### config.mk
export PLATFORM = sky130hd
export DESIGN_NAME = display_arbiter
export DESIGN_NICKNAME = d
export VERILOG_FILES = /design/src/rtl/display_arbiter.sv
export SDC_FILE = /design/constraint.sdc
export NUM_CORES = 1
export LEC_CHECK = 0
export CAP_MARGIN = 20
export CELL_PAD_IN_SITES_DETAIL_PLACEMENT = 1
export CELL_PAD_IN_SITES_GLOBAL_PLACEMENT = 1
export CORE_MARGIN = 10
export CORE_UTILIZATION = 31
export CTS_BUF_LIST = sky130_fd_sc_hd__clkbuf_2
export CTS_CLUSTER_DIAMETER = 60
export DETAILED_ROUTE_END_ITERATION = 6
export PLACE_DENSITY_LB_ADDON = 0.25
export SYNTH_ARGS = -nofsm -noshare
export SYNTH_HDL_FRONTEND = slang
export SYNTH_SLANG_ARGS = --single-unit
export TNS_END_PERCENT = 20
### constraint.sdc
create_clock -name clk -period 2.91 [get_ports clk]
set_input_delay 0.4365 -clock clk [delete_from_list [all_inputs] [get_ports clk]]
set_output_delay 0.4365 -clock clk [all_outputs]
set_load 0.01 [all_outputs]
### src/rtl/display_arbiter.sv
`default_nettype none
// ============================================================================
// Module   : display_arbiter
// Brief    : Round-robin sharing of a 4-digit hex display with a minimum dwell
//            per grant. Define DISP_ARB_PREEMPT_EN to let requester 0 preempt.
// Revision : 1.0
// ============================================================================
module display_arbiter #(
    parameter int NUM_REQ      = 3,
    parameter int DWELL_CYCLES = 25_000_000
) (
    input  logic                    clk,
    input  logic                    rstn,
    input  logic [NUM_REQ-1:0]      req_valid,
    input  logic [16*NUM_REQ-1:0]   req_data,
    output logic [NUM_REQ-1:0]      req_ready,
    output logic [3:0]              hex0,
    output logic [3:0]              hex1,
    output logic [3:0]              hex2,
    output logic [3:0]              hex3,
    output logic [1:0]              owner,
    output logic                    active
);

    localparam int                 CNT_W        = $clog2(DWELL_CYCLES + 1);
    localparam logic [CNT_W-1:0]   C_CNT_RELOAD = CNT_W'(DWELL_CYCLES - 1);
    localparam logic [2:0]         C_NUM_REQ    = 3'(NUM_REQ);
    localparam logic [1:0]         C_LAST       = 2'(NUM_REQ - 1);

    typedef enum logic [0:0] {
        S_IDLE  = 1'b0,
        S_DWELL = 1'b1
    } state_t;

    state_t             r_state;
    state_t             w_state_nxt;
    logic [CNT_W-1:0]   r_cnt;
    logic [1:0]         r_ptr;
    logic [15:0]        r_value;
    logic [1:0]         r_owner;
    logic               r_active;

    logic [3:0]         w_valid_ext;
    logic [63:0]        w_data_ext;
    logic [2:0]         w_idx;
    logic [1:0]         w_rr_win;
    logic [1:0]         w_win;
    logic [1:0]         w_ptr_nxt;
    logic               w_found;
    logic               w_open;
    logic               w_preempt;
    logic               w_grant;

    // Pad requester buses to the 4-requester maximum so indexing is width-stable.
    assign w_valid_ext = 4'(req_valid);
    assign w_data_ext  = 64'(req_data);

    // Descending scan: the last hit is the closest valid index above the pointer.
    always_comb begin
        w_found  = 1'b0;
        w_rr_win = '0;
        w_idx    = '0;
        for (int k = NUM_REQ - 1; k >= 0; k--) begin
            w_idx = {1'b0, r_ptr} + 3'(k);
            if (w_idx >= C_NUM_REQ) begin
                w_idx = w_idx - C_NUM_REQ;
            end
            if (w_valid_ext[w_idx[1:0]]) begin
                w_found  = 1'b1;
                w_rr_win = w_idx[1:0];
            end
        end
    end

`ifdef DISP_ARB_PREEMPT_EN
    assign w_preempt = (r_state == S_DWELL) && (r_cnt != '0) &&
                       (r_owner != 2'd0) && req_valid[0];
`else
    assign w_preempt = 1'b0;
`endif

    assign w_open    = (r_state == S_IDLE) || (r_cnt == '0);
    assign w_grant   = rstn && (w_preempt || (w_open && w_found));
    assign w_win     = w_preempt ? 2'd0 : w_rr_win;
    assign w_ptr_nxt = (w_win == C_LAST) ? 2'd0 : (w_win + 2'd1);

    always_comb begin
        req_ready = '0;
        for (int i = 0; i < NUM_REQ; i++) begin
            req_ready[i] = w_grant && (w_win == 2'(i));
        end
    end

    always_comb begin
        w_state_nxt = r_state;
        case (r_state)
            S_IDLE: begin
                if (w_grant) begin
                    w_state_nxt = S_DWELL;
                end
            end
            S_DWELL: begin
                if (!w_grant && (r_cnt == '0)) begin
                    w_state_nxt = S_IDLE;
                end
            end
            default: w_state_nxt = S_IDLE;
        endcase
    end

    always_ff @(posedge clk) begin
        if (!rstn) begin
            r_state <= S_IDLE;
        end else begin
            r_state <= w_state_nxt;
        end
    end

    always_ff @(posedge clk) begin
        if (!rstn) begin
            r_value  <= '0;
            r_owner  <= '0;
            r_active <= 1'b0;
            r_ptr    <= '0;
            r_cnt    <= '0;
        end else if (w_grant) begin
            r_value  <= w_data_ext[{w_win, 4'b0000} +: 16];
            r_owner  <= w_win;
            r_active <= 1'b1;
            r_ptr    <= w_ptr_nxt;
            r_cnt    <= C_CNT_RELOAD;
        end else if (r_cnt != '0) begin
            r_cnt    <= r_cnt - CNT_W'(1);
        end
    end

    assign hex0   = r_value[3:0];
    assign hex1   = r_value[7:4];
    assign hex2   = r_value[11:8];
    assign hex3   = r_value[15:12];
    assign owner  = r_owner;
    assign active = r_active;

endmodule
`default_nettype wire

Word level (Yosys, flattened, before mapping)
Cells that the tools add are included.
{"block": "totals", "regBits": 47, "wordCells": 59}
{"block": "classes", "n_lt_le_gt_ge": 6, "n_shift": 1, "reduce_logical": 13, "bitwise_logic": 2, "add_sub_neg": 7, "n_eq_ne": 2, "muxes": 21}
{"operator": "indexed part select 64 x 7 -> 16 bit", "n": 1}
{"operator": "two-way mux 25 bit", "n": 2}
{"operator": "logical NOT 25 bit", "n": 1}
{"operator": "nonzero test 25 bit", "n": 1}
{"operator": "subtractor 25 x 1 -> 25 bit (second input constant)", "n": 1}
{"operator": "two-way mux 2 bit", "n": 7}
{"operator": "< comparator 2 x 3 -> 1 bit (second input constant)", "n": 3}
{"operator": "two-way mux 1 bit", "n": 8}
{"operator": "binary-select mux 1 bit (select 2 bit)", "n": 3}
{"operator": ">= comparator 3 x 2 -> 1 bit (second input constant)", "n": 2}
{"operator": "logical AND 1 bit", "n": 6}
{"operator": "subtractor 2 bit (second input constant)", "n": 3}
{"operator": "adder 2 x 1 -> 3 bit (second input constant)", "n": 1}
{"operator": "adder 2 x 2 -> 3 bit (second input constant)", "n": 1}
{"operator": "adder 2 x 1 -> 2 bit (second input constant)", "n": 1}
{"operator": "== test 2 x 1 -> 1 bit (second input constant)", "n": 1}
{"operator": "== test 2 bit (second input constant)", "n": 1}
{"operator": ">= comparator 2 bit (second input constant)", "n": 1}
{"operator": "logical NOT 2 bit", "n": 1}
{"operator": "NOT 1 bit", "n": 2}
{"operator": "case mux 1 bit (2 select lines)", "n": 1}
{"operator": "nonzero test 2 bit", "n": 1}
{"operator": "OR reduction 2 bit", "n": 1}
{"operator": "logical NOT 1 bit", "n": 1}
{"operator": "logical OR 1 bit", "n": 1}

Longest topological paths before layout
{"block": "depth", "word_depth": 14, "mapped_depth": 10}

Worst setup path after synthesis
OpenSTA, ideal clock, no wires.
{"block": "synth_path", "kind": "register to output", "startpoint": "register r_ptr[0]", "endpoint": "output port req_ready[1]", "path_stages_with_launch": 10, "setup_slack_ns": 0.511, "n_path_buf": 2, "arrival_time_ns": 1.963, "t_required_ns": 2.474, "cell_sequence": "dfxtp_1 inv_1 ha_1 clkbuf_1 a21o_1 a21boi_1 clkbuf_1 and2_1 nand2_1 nor2_1"}
{"block": "synth_between", "elab_chain_cells": 11, "word_cells_on_any_way": 27}
{"element": "start, declared", "line": "38", "text": "logic [1:0] r_ptr;"}
{"element": "start signal, assigned", "line": "130", "text": "r_ptr <= w_ptr_nxt;"}
{"element": "adder 2 x 2 -> 3 bit", "line": "64", "text": "w_idx = {1'b0, r_ptr} + 3'(k);"}
{"element": ">= comparator 3 x 2 -> 1 bit / subtractor 2 bit (equally long branches)", "line": "65, 66"}
{"element": "two-way mux 2 bit", "line": "65", "text": "if (w_idx >= C_NUM_REQ) begin"}
{"element": "binary-select mux 1 bit (select 2 bit)", "line": "68", "text": "if (w_valid_ext[w_idx[1:0]]) begin"}
{"element": "two-way mux 1 bit (implied by the code)", "line": "68"}
{"element": "two-way mux 1 bit (3 in a row)", "line": "68"}
{"element": "logical AND 1 bit (2 in a row)", "line": "83", "text": "assign w_grant = rstn && (w_preempt || (w_open && w_found));"}
{"element": "logical AND 1 bit *", "line": "90", "text": "req_ready[i] = w_grant && (w_win == 2'(i));"}
{"element": "end, declared", "line": "16", "text": "output logic [NUM_REQ-1:0] req_ready,"}
Every way passes the cells marked *; elsewhere a longest branch is shown, timed or not. The select of a mux whose other input is x is not followed.

Final worst setup path
{"block": "layout_path", "startpoint": "register r_ptr[0]", "endpoint": "output port req_ready[2]"}
Same word-level chain as after synthesis.

==> impl_metrics.toml <==
[cts]
clk_pin_slew_ns = 0.25
cts_made_buffers = 5
clock_latency_ns = 0.42
cts_tree = "done"
cts_buffer_depth = 2
ctsHoldBuffers = 0
numClockSinks = 47
htreeDepth = 2
cts-root-buf = "clkbuf_2"

[timing]
setup_viol = 0
skew_ns = 0.0182
fmax_mhz = 363
tightest_slew_ns = 0.668
maxSlewHeadroom_pct = 55.1
min_period_ns = 2.76
finalMaxSlewViolations = 0
fin_crit_sh_pct = 94.7
rsz0062_at_grt = "true"
hold_viol = 0

[critical_path]
rrSetupSlack_ns = 0.51
worstPathRequired_ns = 2.47
arrival_ns = 2.32
r2r_end = "r_value[9]"
cp-start-kind = "flip-flop"
critPathCaptureType = "primary output"
crit_type = "flip-flop to primary output"
crit_fanout = 8
r2r_cells = 8
timing.rr.start = "r_ptr[1]"

[power_and_ir_drop]
combPwrFrac_pct = 48.6
p_clk_share_pct = 15.3
leakage_nw = 1.38
power.switching_mw = 0.928
swShare_pct = 38.8
max-vdd-ir-drop_mv = 0.191
power_mw = 2.39
power_density_nw_per_um2 = 629
power.share.sequential_pct = 36.1
intPower_mw = 1.46

[die]
start_util_pct = 31.9
core_um2 = 8260
die_h_um = 112
fp.dieW_um = 112
ios = 75
row_count = 33
die_area_um2 = 12600

[logic_synthesis]
avgSynthCellArea_um2 = 8.35
synthFlopType = "dfxtp_1"
synth.area.top_cells = "dfxtp_1, o21ai_0, o41ai_1"
synth_cell_types = 46
ys_seq_area_share_pct = 35.8
synth_nets = 372
yosysTopAreaCellShare_pct = 35.8
synth_edf_count = 0
syn_inst = 315
synthArstFlopShare_pct = 0
ys.warnings.count = 0
synth_area_um2 = 2630
ys_ff_latch = 47
yosys.area.top_type = "dfxtp_1"

[cells_and_area]
final_nets = 467
fin_cells = 516
design_area_um2 = 3800
syn_to_final_growth_pct = 44.5
layout_common_cells = "clkdlybuf4s50_1, dfxtp_1, buf_4"
mostFrequentLayoutCell = "clkdlybuf4s50_1"
drive_gt1_share_pct = 16.3
antenna_cells = 0

[global_routing]
grt_max_degree = 41
grt_pass1_vias = 3065
antenna_found_initial = 0
grt-ovfl-total = 0
grtUsageTotal_pct = 14.4
grt_pass1_wl_um = 15500

[min_path]
worstHoldPathCells = 2
worstHoldStart = "owner[0]"
hold_end = "owner[0]"
hold_path.class = "flip-flop to flip-flop"

[detailed_routing]
wl_per_cell_um = 18.1
vias_per_cell = 5.65
drc = 0
drt_first_pass_iters = 4
drtIter0Drc = 92
drtAntennaViolNets = 0
num_vias = 2914
wirelength_um = 9350

[place]
dp_hpwl_um = 6990
port_buffers = 74
place_inst = 505
place_area_um2 = 3670
gp_congestion = 0.820

[run]
maxCapViolCount = 0

[status]
status = "complete, no violations"
Yosys cell counts (2+ instances only):
master	number
o2111ai_1	4
or4_1	7
dfxtp_1	47
or3_1	8
o31a_1	2
or2_2	2
nand2_1	11
a31oi_1	8
o21ai_0	31
and3_1	16
clkbuf_1	23
o31ai_1	5
a211oi_1	16
or4_4	2
nand3_1	6
nor2_1	14
o22ai_1	3
or3_2	2
o41ai_1	17
nand2b_1	3
o21a_1	4
nor3_1	4
xor2_1	6
inv_1	8
nand4_1	4
ha_1	4
a21oi_1	16
o211ai_1	19
nor4_1	6
power by group through the flow:
| stage | clock (mW) | combinational [mW] | sequential, mW |
|---|---|---|---|
| floorplan | 0 | 0.581 | 0.892 |
| global placement | 0 | 1.09 | 0.863 |
| detailed placement | 0 | 1.11 | 0.872 |
| CTS | 0.378 | 1.15 | 0.863 |
| global route | 0.400 | 1.29 | 0.883 |
| finish | 0.366 | 1.16 | 0.863 |
stage by stage:
step	hold slack [ns]	worst slack (ns)	utilization (%)	TNS [ns]
2_1_floorplan	0.452	0.511	-	0
3_3_place_gp	0.442	-0.0273	44.5	-0.0273
3_5_place_dp	0.451	-0.0428	44.5	-0.0428
4_1_cts	0.480	-0.0321	45.9	-0.0321
5_1_grt	0.495	-0.0130	46.0	-0.0130
6_report	0.472	0.154	46.0	0
cell type report:
class	count	area, um2
clock inverter	3	38.8
multi-input combinational	236	1620
fill	985	4460
timing repair buffer	111	1010
sequential	47	942
tap	105	131
clock buffer	5	25.0
inverter	9	33.8
worst max-delay path by stage:
stage	cells past startpoint	endpoint	slack (ns)	start
final	8	req_ready[2]	0.15	r_ptr[0]
after global routing	8	req_ready[2]	-0.01	r_ptr[0]
after CTS	9	req_ready[2]	-0.03	r_cnt[0]
after detailed placement	7	req_ready[2]	-0.04	req_valid[2]
after global placement	7	req_ready[2]	-0.03	req_valid[0]
after floorplan	9	req_ready[1]	0.51	r_ptr[0]
critical path, cell delays in order, from the launching register on:
cell,delay [ns]
dfxtp_2,0.39
inv_1,0.06
ha_4,0.30
nor3_1,0.05
o21ai_0,0.16
nand3_1,0.18
or4_1,0.55
inv_1,0.08
clkbuf_2,0.13
cell families after synthesis:
kind of cell / count (synthesis) / synth area share [%]
AO/OA/AOI/OAI: 130 / 33.5
AND/OR/NAND/NOR: 93 / 21.2
flip-flops: 47 / 35.8
buffers and inverters: 32 / 4.56
XOR/XNOR: 7 / 2.33
adder cells (fa/ha/maj): 4 / 1.90
multiplexers: 2 / 0.808
routing by layer:
layer	vias up	wire [um]	global-route usage, %
met5	-	0	0
met4	0	133	3.98
met3	10	581	5.17
met2	62	4500	24.0
met1	1412	4140	17.1
li1	1430	-	-
registers in the layout (all words and copies together) (netlist names):
| signal | flops |
|---|---|
| r_state | 1 |
| owner | 2 |
| active | 1 |
| r_cnt | 25 |
| r_value | 16 |
| r_ptr | 2 |
timing repair:
action	4_1_cts	5_1_grt
setup endpoints to repair	3	3
pin swaps	3	1
resized for setup	12	7
setup buffers	3	0
Power figures use the tool's default switching activity.
